[src/rtl/fetch_pkg.sv]
// rtl/fetch_pkg.sv - fetch FSM state encoding, address defaults and 6502 opcode length rule
package fetch_pkg;

  localparam logic [15:0] VECTOR_LO_DEFAULT = 16'hFFFC;
  localparam logic [15:0] RESET_PC_DEFAULT  = 16'hFFFC;

  typedef enum logic [2:0] {
    ST_VEC_LO = 3'd0,
    ST_VEC_HI = 3'd1,
    ST_OP     = 3'd2,
    ST_OPR_LO = 3'd3,
    ST_OPR_HI = 3'd4,
    ST_HOLD   = 3'd5
  } fetch_state_t;

  // Instruction length in bytes (1..3) from the cc/bbb fields of the opcode.
  function automatic logic [1:0] op_length(input logic [7:0] op);
    logic [2:0] bbb;
    logic [1:0] cc;
    bbb = op[4:2];
    cc  = op[1:0];
    op_length = 2'd1;
    case (cc)
      2'b01: begin
        if (bbb == 3'b011 || bbb == 3'b110 || bbb == 3'b111) op_length = 2'd3;
        else op_length = 2'd2;
      end
      2'b10: begin
        if (bbb == 3'b011 || bbb == 3'b111) op_length = 2'd3;
        else if (bbb == 3'b001 || bbb == 3'b101 || op == 8'hA2) op_length = 2'd2;
        else op_length = 2'd1;
      end
      2'b00: begin
        if (op == 8'h20) op_length = 2'd3;
        else if (op == 8'h00 || op == 8'h40 || op == 8'h60) op_length = 2'd1;
        else if (bbb == 3'b000) op_length = 2'd2;
        else if (bbb == 3'b011 || bbb == 3'b111) op_length = 2'd3;
        else if (bbb == 3'b001 || bbb == 3'b100 || bbb == 3'b101) op_length = 2'd2;
        else op_length = 2'd1;
      end
      default: op_length = 2'd1;
    endcase
  endfunction

endpackage

[src/rtl/fetch_length_decode.sv]
// rtl/fetch_length_decode.sv - combinational instruction length decode of the byte on the read bus
module fetch_length_decode
  import fetch_pkg::*;
(
  input  logic [7:0] opcode,
  output logic [1:0] len
);

  assign len = op_length(opcode);

endmodule

[src/rtl/instruction_fetch_unit.sv]
// rtl/instruction_fetch_unit.sv - 6502 program counter and opcode/operand fetch FSM
// FETCH_VECTOR_EN: when defined, reset fetches the PC from the reset vector at VECTOR_LO.
module instruction_fetch_unit
  import fetch_pkg::*;
#(
`ifdef FETCH_VECTOR_EN
  parameter logic [15:0] VECTOR_LO = VECTOR_LO_DEFAULT
`else
  parameter logic [15:0] RESET_PC = RESET_PC_DEFAULT
`endif
) (
  input  logic        FSM_Signal,
  input  logic        reset_FETCH,
  output logic [15:0] mem_addr,
  output logic        mem_rd,
  input  logic [7:0]  mem_rdata,
  input  logic        mem_ready,
  input  logic        pc_load,
  input  logic [15:0] pc_in,
  output logic [7:0]  OUT_opcode,
  output logic        load_IR,
  output logic [7:0]  operand_lo,
  output logic [7:0]  operand_hi,
  output logic [1:0]  instr_len,
  output logic        instr_valid,
  input  logic        instr_ack,
  output logic [15:0] pc_out
);

`ifdef FETCH_VECTOR_EN
  localparam logic [15:0]  PC_AT_RESET    = VECTOR_LO;
  localparam fetch_state_t STATE_AT_RESET = ST_VEC_LO;
`else
  localparam logic [15:0]  PC_AT_RESET    = RESET_PC;
  localparam fetch_state_t STATE_AT_RESET = ST_OP;
`endif

  fetch_state_t r_state;
  logic [15:0]  r_pc;
  logic [7:0]   r_opcode;
  logic [7:0]   r_opr_lo;
  logic [7:0]   r_opr_hi;
  logic [1:0]   r_len;
  logic         r_load_ir;
  logic         r_valid;

  logic [1:0]   w_len;
  logic [15:0]  w_addr;
  logic [15:0]  w_pc_inc;
  logic         w_in_vec;

  fetch_length_decode u_len (
    .opcode (mem_rdata),
    .len    (w_len)
  );

  assign w_pc_inc = r_pc + 16'd1;

  always_comb begin
    w_addr   = r_pc;
    w_in_vec = 1'b0;
`ifdef FETCH_VECTOR_EN
    if (r_state == ST_VEC_LO) begin
      w_addr   = VECTOR_LO;
      w_in_vec = 1'b1;
    end else if (r_state == ST_VEC_HI) begin
      w_addr   = VECTOR_LO + 16'd1;
      w_in_vec = 1'b1;
    end
`endif
  end

  always_ff @(posedge FSM_Signal or posedge reset_FETCH) begin
    if (reset_FETCH) begin
      r_state   <= STATE_AT_RESET;
      r_pc      <= PC_AT_RESET;
      r_opcode  <= 8'h00;
      r_opr_lo  <= 8'h00;
      r_opr_hi  <= 8'h00;
      r_len     <= 2'd0;
      r_load_ir <= 1'b0;
      r_valid   <= 1'b0;
    end else begin
      r_load_ir <= 1'b0;
      // A redirect drops whatever read is in flight; the vector fetch cannot be redirected.
      if (pc_load && !w_in_vec) begin
        r_pc    <= pc_in;
        r_state <= ST_OP;
        r_valid <= 1'b0;
      end else begin
        case (r_state)
`ifdef FETCH_VECTOR_EN
          ST_VEC_LO: if (mem_ready) begin
            r_pc[7:0] <= mem_rdata;
            r_state   <= ST_VEC_HI;
          end
          ST_VEC_HI: if (mem_ready) begin
            r_pc[15:8] <= mem_rdata;
            r_state    <= ST_OP;
          end
`endif
          ST_OP: if (mem_ready) begin
            r_opcode  <= mem_rdata;
            r_len     <= w_len;
            r_load_ir <= 1'b1;
            r_pc      <= w_pc_inc;
            if (w_len == 2'd1) begin
              r_state <= ST_HOLD;
              r_valid <= 1'b1;
            end else begin
              r_state <= ST_OPR_LO;
            end
          end
          ST_OPR_LO: if (mem_ready) begin
            r_opr_lo <= mem_rdata;
            r_pc     <= w_pc_inc;
            if (r_len == 2'd3) begin
              r_state <= ST_OPR_HI;
            end else begin
              r_state <= ST_HOLD;
              r_valid <= 1'b1;
            end
          end
          ST_OPR_HI: if (mem_ready) begin
            r_opr_hi <= mem_rdata;
            r_pc     <= w_pc_inc;
            r_state  <= ST_HOLD;
            r_valid  <= 1'b1;
          end
          ST_HOLD: if (instr_ack) begin
            r_state <= ST_OP;
            r_valid <= 1'b0;
          end
          default: begin
            r_state <= ST_OP;
            r_valid <= 1'b0;
          end
        endcase
      end
    end
  end

  assign mem_addr    = w_addr;
  assign mem_rd      = (r_state != ST_HOLD);
  assign OUT_opcode  = r_opcode;
  assign load_IR     = r_load_ir;
  assign operand_lo  = r_opr_lo;
  assign operand_hi  = r_opr_hi;
  assign instr_len   = r_len;
  assign instr_valid = r_valid;
  assign pc_out      = r_pc;

endmodule

[config.mk]
export PLATFORM = sky130hd
export DESIGN_NAME = instruction_fetch_unit
export DESIGN_NICKNAME = d
export VERILOG_FILES = /design/src/rtl/fetch_pkg.sv /design/src/rtl/fetch_length_decode.sv /design/src/rtl/instruction_fetch_unit.sv
export SDC_FILE = /design/constraint.sdc
export NUM_CORES = 1
export LEC_CHECK = 0
export BUFFER_PORTS_ARGS = -buffer_cell sky130_fd_sc_hd__buf_4
export CAP_MARGIN = 40
export CORE_ASPECT_RATIO = 1.2
export CORE_MARGIN = 2
export CORE_UTILIZATION = 45
export CTS_CLUSTER_DIAMETER = 120
export CTS_CLUSTER_SIZE = 20
export DETAILED_ROUTE_END_ITERATION = 8
export GPL_ROUTABILITY_DRIVEN = 0
export MAX_ROUTING_LAYER = met4
export PLACE_DENSITY = 0.77
export SLEW_MARGIN = 20
export SYNTH_ARGS = -nofsm -noshare
export SYNTH_HDL_FRONTEND = slang
export SYNTH_SLANG_ARGS = --single-unit
[constraint.sdc]
create_clock -name FSM_Signal -period 1.75 [get_ports FSM_Signal]
set_input_delay 0.175 -clock FSM_Signal [delete_from_list [all_inputs] [get_ports FSM_Signal]]
set_output_delay 0.175 -clock FSM_Signal [all_outputs]
set_load 0.01 [all_outputs]
### Word level (Yosys, flattened, before mapping)

Cells that the tools add are included.

| storage, ports and cells | value |
|---|---|
| register bits | 47 |
| latch bits | 0 |
| bits in writable memories | 0 |
| bits in read-only memories | 0 |
| input bits | 29 |
| output and inout port bits | 61 |
| memories kept | 0 |

| cells by class | value |
|---|---|
| $add $sub $neg | 1 |
| multipliers | 0 |
| divide/modulo/power cells | 0 |
| $lt $le $gt $ge | 0 |
| equality and inequality tests | 25 |
| shift-type cells | 0 |
| muxes and demuxes | 31 |
| bitwise gates (word level) | 1 |
| reduce and logical (&&, ||, !) cells | 21 |

Operators by type and width:

| cell | number |
|---|---|
| $mux 16 | 3 |
| $ne 3x3->1 const B | 7 |
| $eq 3x3->1 const B | 6 |
| $mux 3 | 6 |
| $add 16x1->16 const B | 1 |
| $eq 8x7->1 const B | 2 |
| $mux 2 | 7 |
| $mux 1 | 12 |
| $pmux 3 s4 | 1 |
| $eq 3x2->1 const B | 3 |
| $logic_or 1x1->1 | 9 |
| $reduce_and 3->1 | 3 |
| $eq 8x6->1 const B | 1 |
| $eq 8x8->1 const B | 1 |
| $logic_not 8->1 | 1 |
| $pmux 2 s3 | 1 |
| $reduce_and 6->1 | 1 |
| $eq 2x1->1 const B | 2 |
| $eq 2x2->1 const B | 2 |
| $pmux 1 s4 | 1 |
| $reduce_and 4->1 | 1 |
| $reduce_bool 2->1 | 2 |
| $eq 3x1->1 const B | 1 |
| $logic_not 3->1 | 1 |
| 4 further kinds | 4 |

### Depth between registers and ports, before layout

Gate-level depths: netlist (run 1).

| depth | value |
|---|---|
| depth after elaboration | 14 |
| mapped depth | 6 |
| mapped depth without buffers | 5 |

### Cells and area by module

From an unflattened synthesis (run 1), not the netlist that was laid out.

| second synthesis, totals | value |
|---|---|
| cell total of the unflattened synthesis | 223 |
| area total of the unflattened synthesis | 2456.1 um2 |

Modules (own cells, without submodules):

| module | times used | cells each | area an instance (um2) | sequential area each (um2) |
|---|---|---|---|---|
| instruction_fetch_unit | 1 | 211 | 2371.0 | 1194.9 |
| fetch_length_decode | 1 | 12 | 85.1 | 0.0 |

### Least setup slack after synthesis (run 1)

OpenSTA, ideal clock, no wires.

| timing path | value |
|---|---|
| path type | register to register |
| from | register r_state[1] |
| to | register r_pc[11] (netlist: mem_addr[11]) |
| setup time | 0.077 ns |
| arrival time | 1.799 ns |
| data required time | 1.673 ns |
| setup slack | -0.126 ns |
| stages on the path, launching flop included | 5 |
| buffers on the path | 0 |
| cell sequence | dfstp_2 or3b_4 a211o_4 or4_1 a31oi_1 |

| on the way | value |
|---|---|
| longest elaborated chain between the ends | 4 |

Ends and longest elaborated chain:

| what | RTL line | source |
|---|---|---|
| start, declared | instruction_fetch_unit.sv:38 | `fetch_state_t r_state;` |
| start signal, assigned | instruction_fetch_unit.sv:75 | `r_state <= STATE_AT_RESET;` |
| start signal, assigned | instruction_fetch_unit.sv:88 | `r_state <= ST_OP;` |
| start signal, assigned | instruction_fetch_unit.sv:108 | `r_state <= ST_HOLD;` |
| $eq 3x3->1 or $eq 3x2->1 (tied branches) | instruction_fetch_unit.sv:91 | `case (r_state)` |
| $reduce_or 3->1 (no source line) (*) | - |  |
| $reduce_bool 2->1 (no source line) (*) | - |  |
| $reduce_and 2->1 (no source line) (*) | - |  |
| end signal, assigned | instruction_fetch_unit.sv:87 | `r_pc <= pc_in;` |
| end signal, assigned | instruction_fetch_unit.sv:106 | `r_pc <= w_pc_inc;` |
| end signal, assigned | instruction_fetch_unit.sv:116 | `r_pc <= w_pc_inc;` |
| end, declared | instruction_fetch_unit.sv:39 | `logic [15:0] r_pc;` |

Mark *: on every way between the ends. The rest lies on a longest branch, timed or not.
A chain may end at the register's enable or synchronous reset.

### Worst setup path in the final report (run 1)

| timing path | value |
|---|---|
| from | register r_state[0] |
| to | register r_pc[13] (netlist: mem_addr[13]) |

The elaborated chain is that of the path after synthesis.

==> results of run 1 <==
-- logic make-up (layout without fill, tap and decap cells) --
group	Yosys count	after routing	synth area share
AOI/OAI and AO/OA	53	54	0.145
DFF	47	47	0.486
and+or+nand+nor	75	75	0.166
buffers and inverters	31	130	0.0717
muxes	24	24	0.109
adders and majority gates	1	1	0.00509
xor gates and xnor gates	5	5	0.0178
-- worst register-to-register path, stage by stage (launching register included) --
cell     delay, ns
dfrtp_1       0.38
or3b_4        0.41
a211o_4       0.37
or4_1         0.41
a31oi_1       0.21
-- per-stage QoR --
step | util | power (mW)
2_1_floorplan | - | 2.02
3_3_place_gp | 0.612 | 2.56
3_5_place_dp | 0.612 | 2.60
4_1_cts | 0.645 | 3.56
6_report | 0.651 | 3.54
5_1_grt | 0.651 | 3.73
-- sequential cells by signal (all words and copies together), names as in the netlist --
register,cells
load_IR,1
instr_len,2
OUT_opcode,8
operand_lo,8
mem_addr,16
instr_valid,1
operand_hi,8
r_state,3
-- routing by layer --
layer,up-vias,GRT usage
met5,-,-
met4,0,0.0583
met3,6,0.0463
met2,78,0.365
met1,1067,0.254
li1,1046,-
-- cells in the mapped netlist, types with 2 or more instances --
master      n  area, µm²
dfrtp_1    32        801
mux2_2     22        248
nand2_1    18       67.6
o21ai_0    17       85.1
buf_4      16        120
dfstp_2    15        394
nor2_1     14       52.6
a31oi_1     9       56.3
clkbuf_1    8       30.0
nand3_1     8       40.0
inv_1       6       22.5
or3_1       5       31.3
a211oi_1    4       30.0
a21oi_1     4       20.0
or4_1       4       30.0
xor2_1      4       35.0
and2_1      3       18.8
nor2b_1     3       18.8
nor3_1      3       15.0
o2111ai_1   3       26.3
o31ai_1     3       22.5
and4_1      2       17.5
mux2i_1     2       20.0
nand2b_1    2       12.5
nand4_1     2       12.5
o211ai_1    2       15.0
-- path summary, 6_finish.rpt --
| kind | startpoint | to | slack (ns) | cells after the start |
|---|---|---|---|---|
| min in group FSM_Signal | pc_in[0] | mem_addr[0] | 0.08 | 3 |
| min reg2reg | OUT_opcode[2] | OUT_opcode[2] | 0.49 | 2 |
| max | r_state[0] | mem_addr[13] | -0.11 | 4 |
| max reg2reg | r_state[0] | mem_addr[13] | -0.11 | 4 |
| max in group asynchronous | reset_FETCH | load_IR | 1.32 | 3 |
| min | reset_FETCH | operand_lo[0] | 0.02 | 3 |
-- power groups by stage --
stage               combinational (mW)  sequential (mW)  clock (mW)
CTS                               1.13             1.47       0.960
detailed placement                1.11             1.49           0
floorplan                        0.430             1.59           0
global route                      1.22             1.50        1.01
global placement                  1.09             1.48           0
finish                            1.13             1.47       0.942
-- what timing repair did --
action | CTS | global route
pin swaps | 6 | 2
hold buffers | 0 | 0
setup buffers | 1 | 1
gates cloned | 1 | 0
endpoints found under the setup margin | 5 | 17
gates resized for setup | 3 | 7
-- layout make-up --
| type | instances | area (µm²) | share of cell area |
|---|---|---|---|
| clock buffers | 5 | 68.8 | 0.0199 |
| clock inverters | 3 | 67.6 | 0.0196 |
| inverters | 7 | 26.3 | 0.00762 |
| multi-input cells | 159 | 1150 | 0.333 |
| flip-flops and latches | 47 | 1190 | 0.346 |
| well taps | 62 | 77.6 | 0.0225 |
| repair buffers | 115 | 867 | 0.251 |
==> key figures, run 1 <==
Run status
  – Status: finished, violations left
  – Failing checks: negative setup slack

Routing
  – DR vias: 2197
  – DRT Pass-1 Iters: 4
  – Met3 wire length: 407 µm
  – Routed wl met2: approximately 3300 µm
  – Drt wl/cell: 15.6 µm
  – Final WL: 6190 µm
  – Initial detailed-routing violation count: 130
  – DRC: 0
  – Antenna Nets Post-Route: 0
  – DR top layer: met4
  – Via density: 5.52
  – Met1 WL: roughly 2500 µm

Timing
  – Worst-Margin Slew: 0.598 ns
  – Post-route setup TNS: -0.223 ns
  – Final WS setup: -0.107 ns
  – Max-slew violations: 0
  – Fin. Hold Viols: 0
  – Final setup viols: 3
  – Unrepaired setup endpoints after global routing: true
  – Crit share post-route: 1.06
  – Achievable clock frequency: 538 MHz
  – Worst Skew: 0.00792 ns
  – Hold slack: 0.0171 ns
  – Relative slew slack: 0.601
  – Crit path time final: 1.86 ns

Clocking
  – Root buf cell: clkbuf_8
  – Reg clk slew, reported paths: 0.09 ns
  – Sink Count: 47
  – H-tree Lvls: 2
  – TritonCTS buffer count: 5
  – TritonCTS clock tree: built
  – Max Root-Sink Buffers: 2
  – Worst-Skew Late Latency: 0.30 ns

Final layout
  – P&R area growth vs syn: 40.2%
  – Finished Cell Area: 0.00345 mm²
  – # diodes: 0
  – Layout net count: 365
  – Commonest non-fill, non-tap cell in the layout: buf_4
  – Most frequent cells in the layout: buf_4 (114), dfrtp_1 (32), mux2_2 (22)
  – Fillers: between 400 and 500
  – Layout cells sized above 1: 0.512
  – Final non-filler cell total: 398

Setup path
  – Setup Crit Path Kind: reg -> reg
  – Worst path max stage delay: 0.41 ns
  – WP data arrival: 2.08 ns
  – Element type at the critical path end: register
  – CP required: 1.97 ns
  – Critical path, cell by cell: or3b_4 -> a211o_4 -> or4_1 -> a31oi_1
  – Critical Path Source Type: register
  – Slowest CP cell: or3b_4
  – Crit-path max FO: 5
  – Family with the most delay on the worst path: simple AND/OR/NAND/NOR gates
  – CP bufs+invs: 0

Floorplan
  – Core Area: 0.00530 mm²
  – Die Width: slightly above 70 µm
  – Die height: 85.0 µm
  – DIE AREA: 0.00608 mm²
  – Row cnt: 29
  – Top Ports: 90
  – Initial Utilization: 0.464

Flow run
  – Max Cap Viol: 0

Synth
  – Seq/Total Area, Yosys: 0.486
  – Async SR Flop Fraction: 1.00
  – Top_reg_cell synth: dfrtp_1
  – Yosys cell types: 51
  – Number of synthesized register bits: between 40 and 50
  – Syn Nets: 266
  – Syn Area/Cell: between 10 and 15 µm²
  – Syn. warnings: 0
  – Post-Syn Area: 0.00246 mm²
  – Number of synthesized flops with an enable pin: 0
  – Cells after Synth: 236

Min path
  – HP Class: in -> async

GRT
  – Gr ovfl total: 0
  – First-pass GRT wire length: 10000 µm
  – Initial antenna violation count: 0
  – Total track usage: 0.214
  – Vias in the first global route: between 2000 and 2500
  – Largest net degree at the start of global routing: 48

Pwr
  – P_leak: about 1.6 nW
  – Pwr per Cell Area: 1030 mW/mm²
  – Max VDD drop: 0.710 mV
  – Net Sw Power: 1.02 mW
  – Int Power: 2.52 mW
  – Switch share: 0.290
  – Comb pwr share: 0.319
  – Seq pwr share: 0.415
  – Clock power share: 0.266

Placement
  – Placed inst area: 0.00324 mm²
  – Pre-CTS setup slack: -0.0898 ns
  – PortBufs: 89
  – Hpwl dp: ~4500 µm
  – Placed Cells: approximately 390
No activity file was read; power rests on OpenSTA's default activity.
==> run 2: changes to the inputs <==
- CTS_BUF_LIST: unset -> sky130_fd_sc_hd__clkbuf_16
==> run 2 against run 1 <==
Compared with the run above: the flow still finishes with violations (negative setup slack); wire length increased by 0.47%; combinational power hardly changed; utilization grew 0.66 points; final area increased by 1.0%; cell count is 0.25% lower; die area did not move; largest cell class unchanged; sequential share of layout area down 0.35 points; highest routed layer unchanged; total power grew 7.7%.
==> key figures, run 2 (synthesis gave the netlist of run 1 again) <==
Setup path
  – Flop-to-flop setup slack: -0.09 ns
  – Setup Crit Path Kind: reg -> reg
  – Crit-path max FO: 5
  – Worst reg-to-reg path cell count: 4
  – Element type at the critical path end: register
  – Critical Path Source Type: register
  – WP data arrival: 2.05 ns
  – CP required: 1.95 ns

GRT
  – Gr ovfl total: 0
  – Met3 usage: 0.0499
  – GRT busiest layer: met2
  – Initial antenna violation count: 0
  – Met2 usage: 0.367
  – GR Util met1: 0.259
  – First-pass GRT wire length: between 10000 and 15000 µm
  – Largest net degree at the start of global routing: 48
  – Vias in the first global route: 2147
  – Total track usage: 0.217

Floorplan
  – Die height: 85.0 µm
  – Initial Utilization: 0.464
  – Core Area: roughly 0.0053 mm²
  – Die Width: 71.5 µm
  – Row cnt: 29
  – DIE AREA: ~0.006 mm²
  – Top Ports: 90

Timing
  – Max-slew violations: 0
  – Worst Skew: 0.00512 ns
  – Relative slew slack: 0.598
  – Final WS setup: -0.0913 ns
  – Crit share post-route: 1.05
  – Fin. Hold Viols: 0
  – Crit path time final: 1.84 ns
  – Achievable clock frequency: around 540 MHz
  – Hold slack: 0.0401 ns
  – Unrepaired setup endpoints after global routing: true
  – Worst-Margin Slew: a little over 0.6 ns
  – Final setup viols: 3

Final layout
  – Multi-input gate area: between 0.001 and 0.0015 mm²
  – Final non-filler cell total: about 400
  – Layout net count: 364
  – Seq. cell area: 0.00119 mm²
  – Finished Core Util: 0.658
  – # diodes: 0
  – Max reg flops: 16
  – Fillers: 430
  – Layout cells sized above 1: 0.510
  – P&R area growth vs syn: 41.7%
  – Most frequent cells in the layout: buf_4 (113), dfrtp_1 (32), mux2_2 (22)
  – Commonest non-fill, non-tap cell in the layout: buf_4

Clocking
  – TritonCTS clock tree: built
  – Reg clk slew, reported paths: 0.07 ns
  – Worst-Skew Late Latency: 0.28 ns
  – H-tree Lvls: 2
  – Root buf cell: clkbuf_16
  – Sink Count: 47
  – TritonCTS buffer count: 5
  – CTS Hold Bufs: 0
  – Max Root-Sink Buffers: 2

Pwr
  – Max VDD drop: 0.798 mV
  – Pwr per Cell Area: 1090 mW/mm²
  – P_leak: between 1.5 and 2 nW

Routing
  – DRC: 0
  – Via density: 5.51
  – DRT Pass-1 Iters: 4
  – Final WL: 6220 µm
  – Antenna Nets Post-Route: 0
  – Drt wl/cell: 15.7 µm
  – DR vias: 2189
  – Initial detailed-routing violation count: 120

Flow run
  – Max Cap Viol: 0

Run status
  – Failing checks: negative setup slack
  – Status: finished, violations left

Placement
  – PortBufs: 89
  – Placed Cells: 387
  – Hpwl dp: 4510 µm

Min path
  – HP Class: in -> async
==> run 2: worst paths after layout <==
path	from	end
max in group asynchronous	reset_FETCH	load_IR
worst max-delay path	r_state[0]	mem_addr[13]
worst min-delay path	reset_FETCH	operand_lo[0]
worst max register to register	r_state[0]	mem_addr[13]
worst min register to register	OUT_opcode[2]	OUT_opcode[2]
min in group FSM_Signal	pc_in[0]	mem_addr[0]
==> run 2: cell type report <==
type                            instances  area share
Timing Repair Buffer                  114       0.247
Inverter                                7     0.00754
Multi-Input combinational cell        159       0.325
Clock buffer                            5      0.0359
Tap cell                               62      0.0223
Sequential cell                        47       0.343
Clock inverter                          3      0.0194
==> run 2: what timing repair did <==
item / in CTS / in global routing
cloned: 1 / 0
buffers inserted: 1 / 0
pin swaps: 3 / 3
resized for setup: 1 / 7
endpoints found under the setup margin: 5 / 18
==> run 2: report_power, final <==
part	leakage [nW]	total, mW	internal, mW	switching (mW)
registers	0.560	1.47	1.33	0.139
clock network	0.0900	1.22	0.818	0.402
logic	0.952	1.12	0.612	0.509
total	1.60	3.81	2.76	1.05
==> run 2: worst max-delay path, cell delays in order (launching register included) <==
cell and delay, ns:
dfrtp_1 0.38, or3b_4 0.41, a211o_4 0.37, or4_1 0.41, a31oi_1 0.20
==> run 2: layer usage <==
layer | routed length (µm) | part of all wire | vias up
li1 | - | - | 1046
met1 | 2480 | 0.40 | 1053
met2 | 3270 | 0.53 | 88
met3 | 437 | 0.070 | 2
met4 | 29 | 0.0047 | 0
met5 | 0 | 0 | -
==> run 2: stage by stage <==
step | TNS (ns) | worst slack, ns | cell area [µm²] | power, mW
after detailed placement | -0.174 | -0.0898 | 3240 | 2.60
after global routing | -0.543 | -0.170 | 3480 | 4.01
after global placement | -0.0479 | -0.0185 | 3240 | 2.56
after floorplan | -0.0636 | -0.0212 | 2460 | 2.02
final | -0.191 | -0.0913 | 3480 | 3.81
after CTS | -0.181 | -0.0926 | 3460 | 3.84
==> run 3: changes to the inputs <==
- ABC_AREA: unset -> 1
- PLACE_DENSITY: 0.77 -> 0.76
==> run 3 against run 2 <==
Compared with the run above: register-to-register slack better by 0.26 ns; critical endpoint is now mem_addr[6]; sequential share of layout area up 1.0 points; area after synthesis up 6.0%; the run now ends clean; setup slack better by 0.26 ns; clock-buffer cell count unchanged; wire length up 4.2%; highest routed layer unchanged; hold slack better by 0.061 ns.
==> key figures, run 3 <==
Final layout
  – Layout cells sized above 1: 0.306
  – Commonest non-fill, non-tap cell in the layout: nand2_1
  – # diodes: 0
  – Max reg flops: 16
  – P&R area growth vs syn: 29.8%
  – Finished Cell Area: 0.00338 mm²
  – Layout net count: 444
  – Most frequent cells in the layout: nand2_1 (115), buf_4 (89), dfrtp_1 (32)
  – Final non-filler cell total: 479

Clocking
  – Post-CTS Repair Setup Buffers: 0
  – Worst-Skew Late Latency: 0.29 ns
  – Sink Count: 47
  – TritonCTS buffer count: 5
  – Max Root-Sink Buffers: 2
  – TritonCTS clock tree: built
  – CTS Hold Bufs: 1
  – Post-cts gate resize count: 0
  – Reg clk slew, reported paths: 0.06 ns
  – H-tree Lvls: 2
  – Root buf cell: clkbuf_16

GRT
  – Vias in the first global route: 2413
  – Total track usage: 0.222
  – Gr ovfl total: 0
  – First-pass GRT wire length: 10800 µm
  – Largest net degree at the start of global routing: 26
  – Initial antenna violation count: 0

Placement
  – PortBufs: 89
  – Placed Cells: 470
  – Placed inst area: about 0.0032 mm²
  – Hpwl dp: slightly below 5000 µm
  – Pre-CTS setup slack: 0.198 ns

Synth
  – Async SR Flop Fraction: 1.00
  – Syn Nets: 370
  – Syn Area/Cell: approximately 7.7 µm²
  – Syn. warnings: 0
  – Most area-hungry cell type in the Yosys netlist: dfrtp_1
  – Cells after Synth: 340
  – Most frequent cell after synthesis: nand2_1
  – Seq/Total Area, Yosys: 0.458
  – Post-Syn Area: ~0.0026 mm²
  – Most frequent cells after synthesis: nand2_1 (115), dfrtp_1 (32), inv_1 (31), o21ai_0 (29), nor2_1 (28)
  – Top_reg_cell synth: dfrtp_1
  – Post-synth top area share: 0.307
  – Top cells by area, synth: dfrtp_1 (31%), nand2_1 (17%), dfstp_2 (15%)
  – Number of synthesized flops with an enable pin: 0
  – Yosys cell types: 32
  – Number of synthesized register bits: 47

Timing
  – Max-slew violations: 0
  – Fin. Hold Viols: 0
  – Relative slew slack: 0.662
  – Achievable clock frequency: approximately 630 MHz
  – Post-route setup TNS: 0 ns
  – Final setup viols: 0
  – Final WS setup: 0.167 ns
  – Hold slack: between 0.1 and 0.15 ns
  – Crit path time final: approximately 1.6 ns
  – Unrepaired setup endpoints after global routing: false
  – Crit share post-route: 0.905
  – Worst Skew: 0.00629 ns
  – Worst-Margin Slew: 0.506 ns

Pwr
  – P_leak: 1.75 nW
  – Switch share: 0.330
  – Seq pwr share: 0.404
  – Pwr per Cell Area: 1220 mW/mm²
  – Clock power share: 0.267
  – Int Power: 2.77 mW
  – Max VDD drop: between 0.7 and 0.8 mV
  – Comb pwr share: 0.329
  – Net Sw Power: 1.37 mW

Floorplan
  – Row cnt: 30
  – Top Ports: 90
  – Initial Utilization: 0.463
  – Core Area: roughly 0.0056 mm²
  – DIE AREA: about 0.0064 mm²
  – Die Width: 73.5 µm
  – Die height: 87.4 µm

Routing
  – Final WL: 6480 µm
  – DR vias: 2444
  – Initial detailed-routing violation count: between 100 and 150
  – Drt wl/cell: 13.5 µm
  – DRC: 0
  – Via density: 5.10
  – Antenna Nets Post-Route: 0
  – DRT Pass-1 Iters: 4

Setup path
  – Crit-path max FO: 18
  – Critical Path Source Type: register
  – Family with the most delay on the worst path: flip-flops
  – Worst path max stage delay: ~0.56 ns
  – Setup Crit Path Kind: reg -> reg
  – Critical path, cell by cell: inv_2 -> nor2_2 -> inv_2 -> o21ai_4 -> nand2_4 -> nor2_8 -> o21ai_0 -> o211ai_1
  – Reg2reg start: r_state[1]
  – Most used cell, CP: inv_2
  – WP data arrival: 1.79 ns
  – Worst reg-to-reg path cell count: 8
  – CP bufs+invs: 2
  – Slowest CP cell: dfstp_2
  – CP required: approximately 2 ns
  – Reg2reg end: mem_addr[6]
  – Flop-to-flop setup slack: between 0.15 and 0.2 ns
  – Element type at the critical path end: register

Min path
  – HP Start: pc_in[0]
  – HP Class: in -> reg
  – Hold endpoint: mem_addr[0]
  – Hold Path Cell Cnt: 3

Run status
  – Status: completed

Flow run
  – Max Cap Viol: 0
[run 3: power groups by stage]
stage | registers (mW) | logic, mW | clock network, mW
2_1_floorplan | 1.77 | 0.630 | 0
3_3_place_gp | 1.68 | 1.33 | 0
3_5_place_dp | 1.68 | 1.37 | 0
4_1_cts | 1.67 | 1.37 | 1.12
5_1_grt | 1.71 | 1.51 | 1.16
6_report | 1.67 | 1.36 | 1.10
[run 3: worst register-to-register path: cells and delay by family, from the launching register on]
family          cells  cell delay, ns
flops               1            0.56
simple gates        3            0.50
compound gates      3            0.32
buf+inv             2            0.13
[run 3: worst max-delay path by stage]
stage | slack (ns) | cells past startpoint | endpoint | from
global route | 0.03 | 8 | mem_addr[6] | r_state[1]
global placement | 0.25 | 8 | mem_addr[6] | r_state[1]
finish | 0.17 | 8 | mem_addr[6] | r_state[1]
floorplan | 0.37 | 9 | r_state[2] | r_state[1]
detailed placement | 0.20 | 8 | mem_addr[6] | r_state[1]
CTS | 0.18 | 8 | mem_addr[6] | r_state[1]
[run 3: cell families after synthesis]
logic type | count (synthesis) | share of synthesized area
AO/OA/AOI/OAI | 47 | 0.104
AND/OR/NAND/NOR | 182 | 0.298
flip-flops | 47 | 0.458
XOR/XNOR | 6 | 0.0202
adder cells (fa/ha/maj) | 1 | 0.00480
buffers and inverters | 57 | 0.115
[run 3: layer usage]
layer / vias to the layer above / track usage / wire [µm]
met5: - / - / 0
met4: 0 / 0.0727 / 55
met3: 6 / 0.0451 / 374
met2: 76 / 0.382 / 3340
met1: 1149 / 0.255 / 2710
li1: 1213 / - / -
[run 3: area by class of cell]
class	instances	area, µm²
clock buffer	5	125
clock inverter	3	47.5
fill	537	2250
inverter	33	124
multi-input combinational	236	1110
sequential	47	1190
tap	64	80.1
timing repair buffer	91	698
[run 3: stage by stage]
step,power [mW],util
3_3_place_gp,3.01,0.568
4_1_cts,4.17,0.601
5_1_grt,4.38,0.601
2_1_floorplan,2.40,-
6_report,4.13,0.601
3_5_place_dp,3.05,0.568
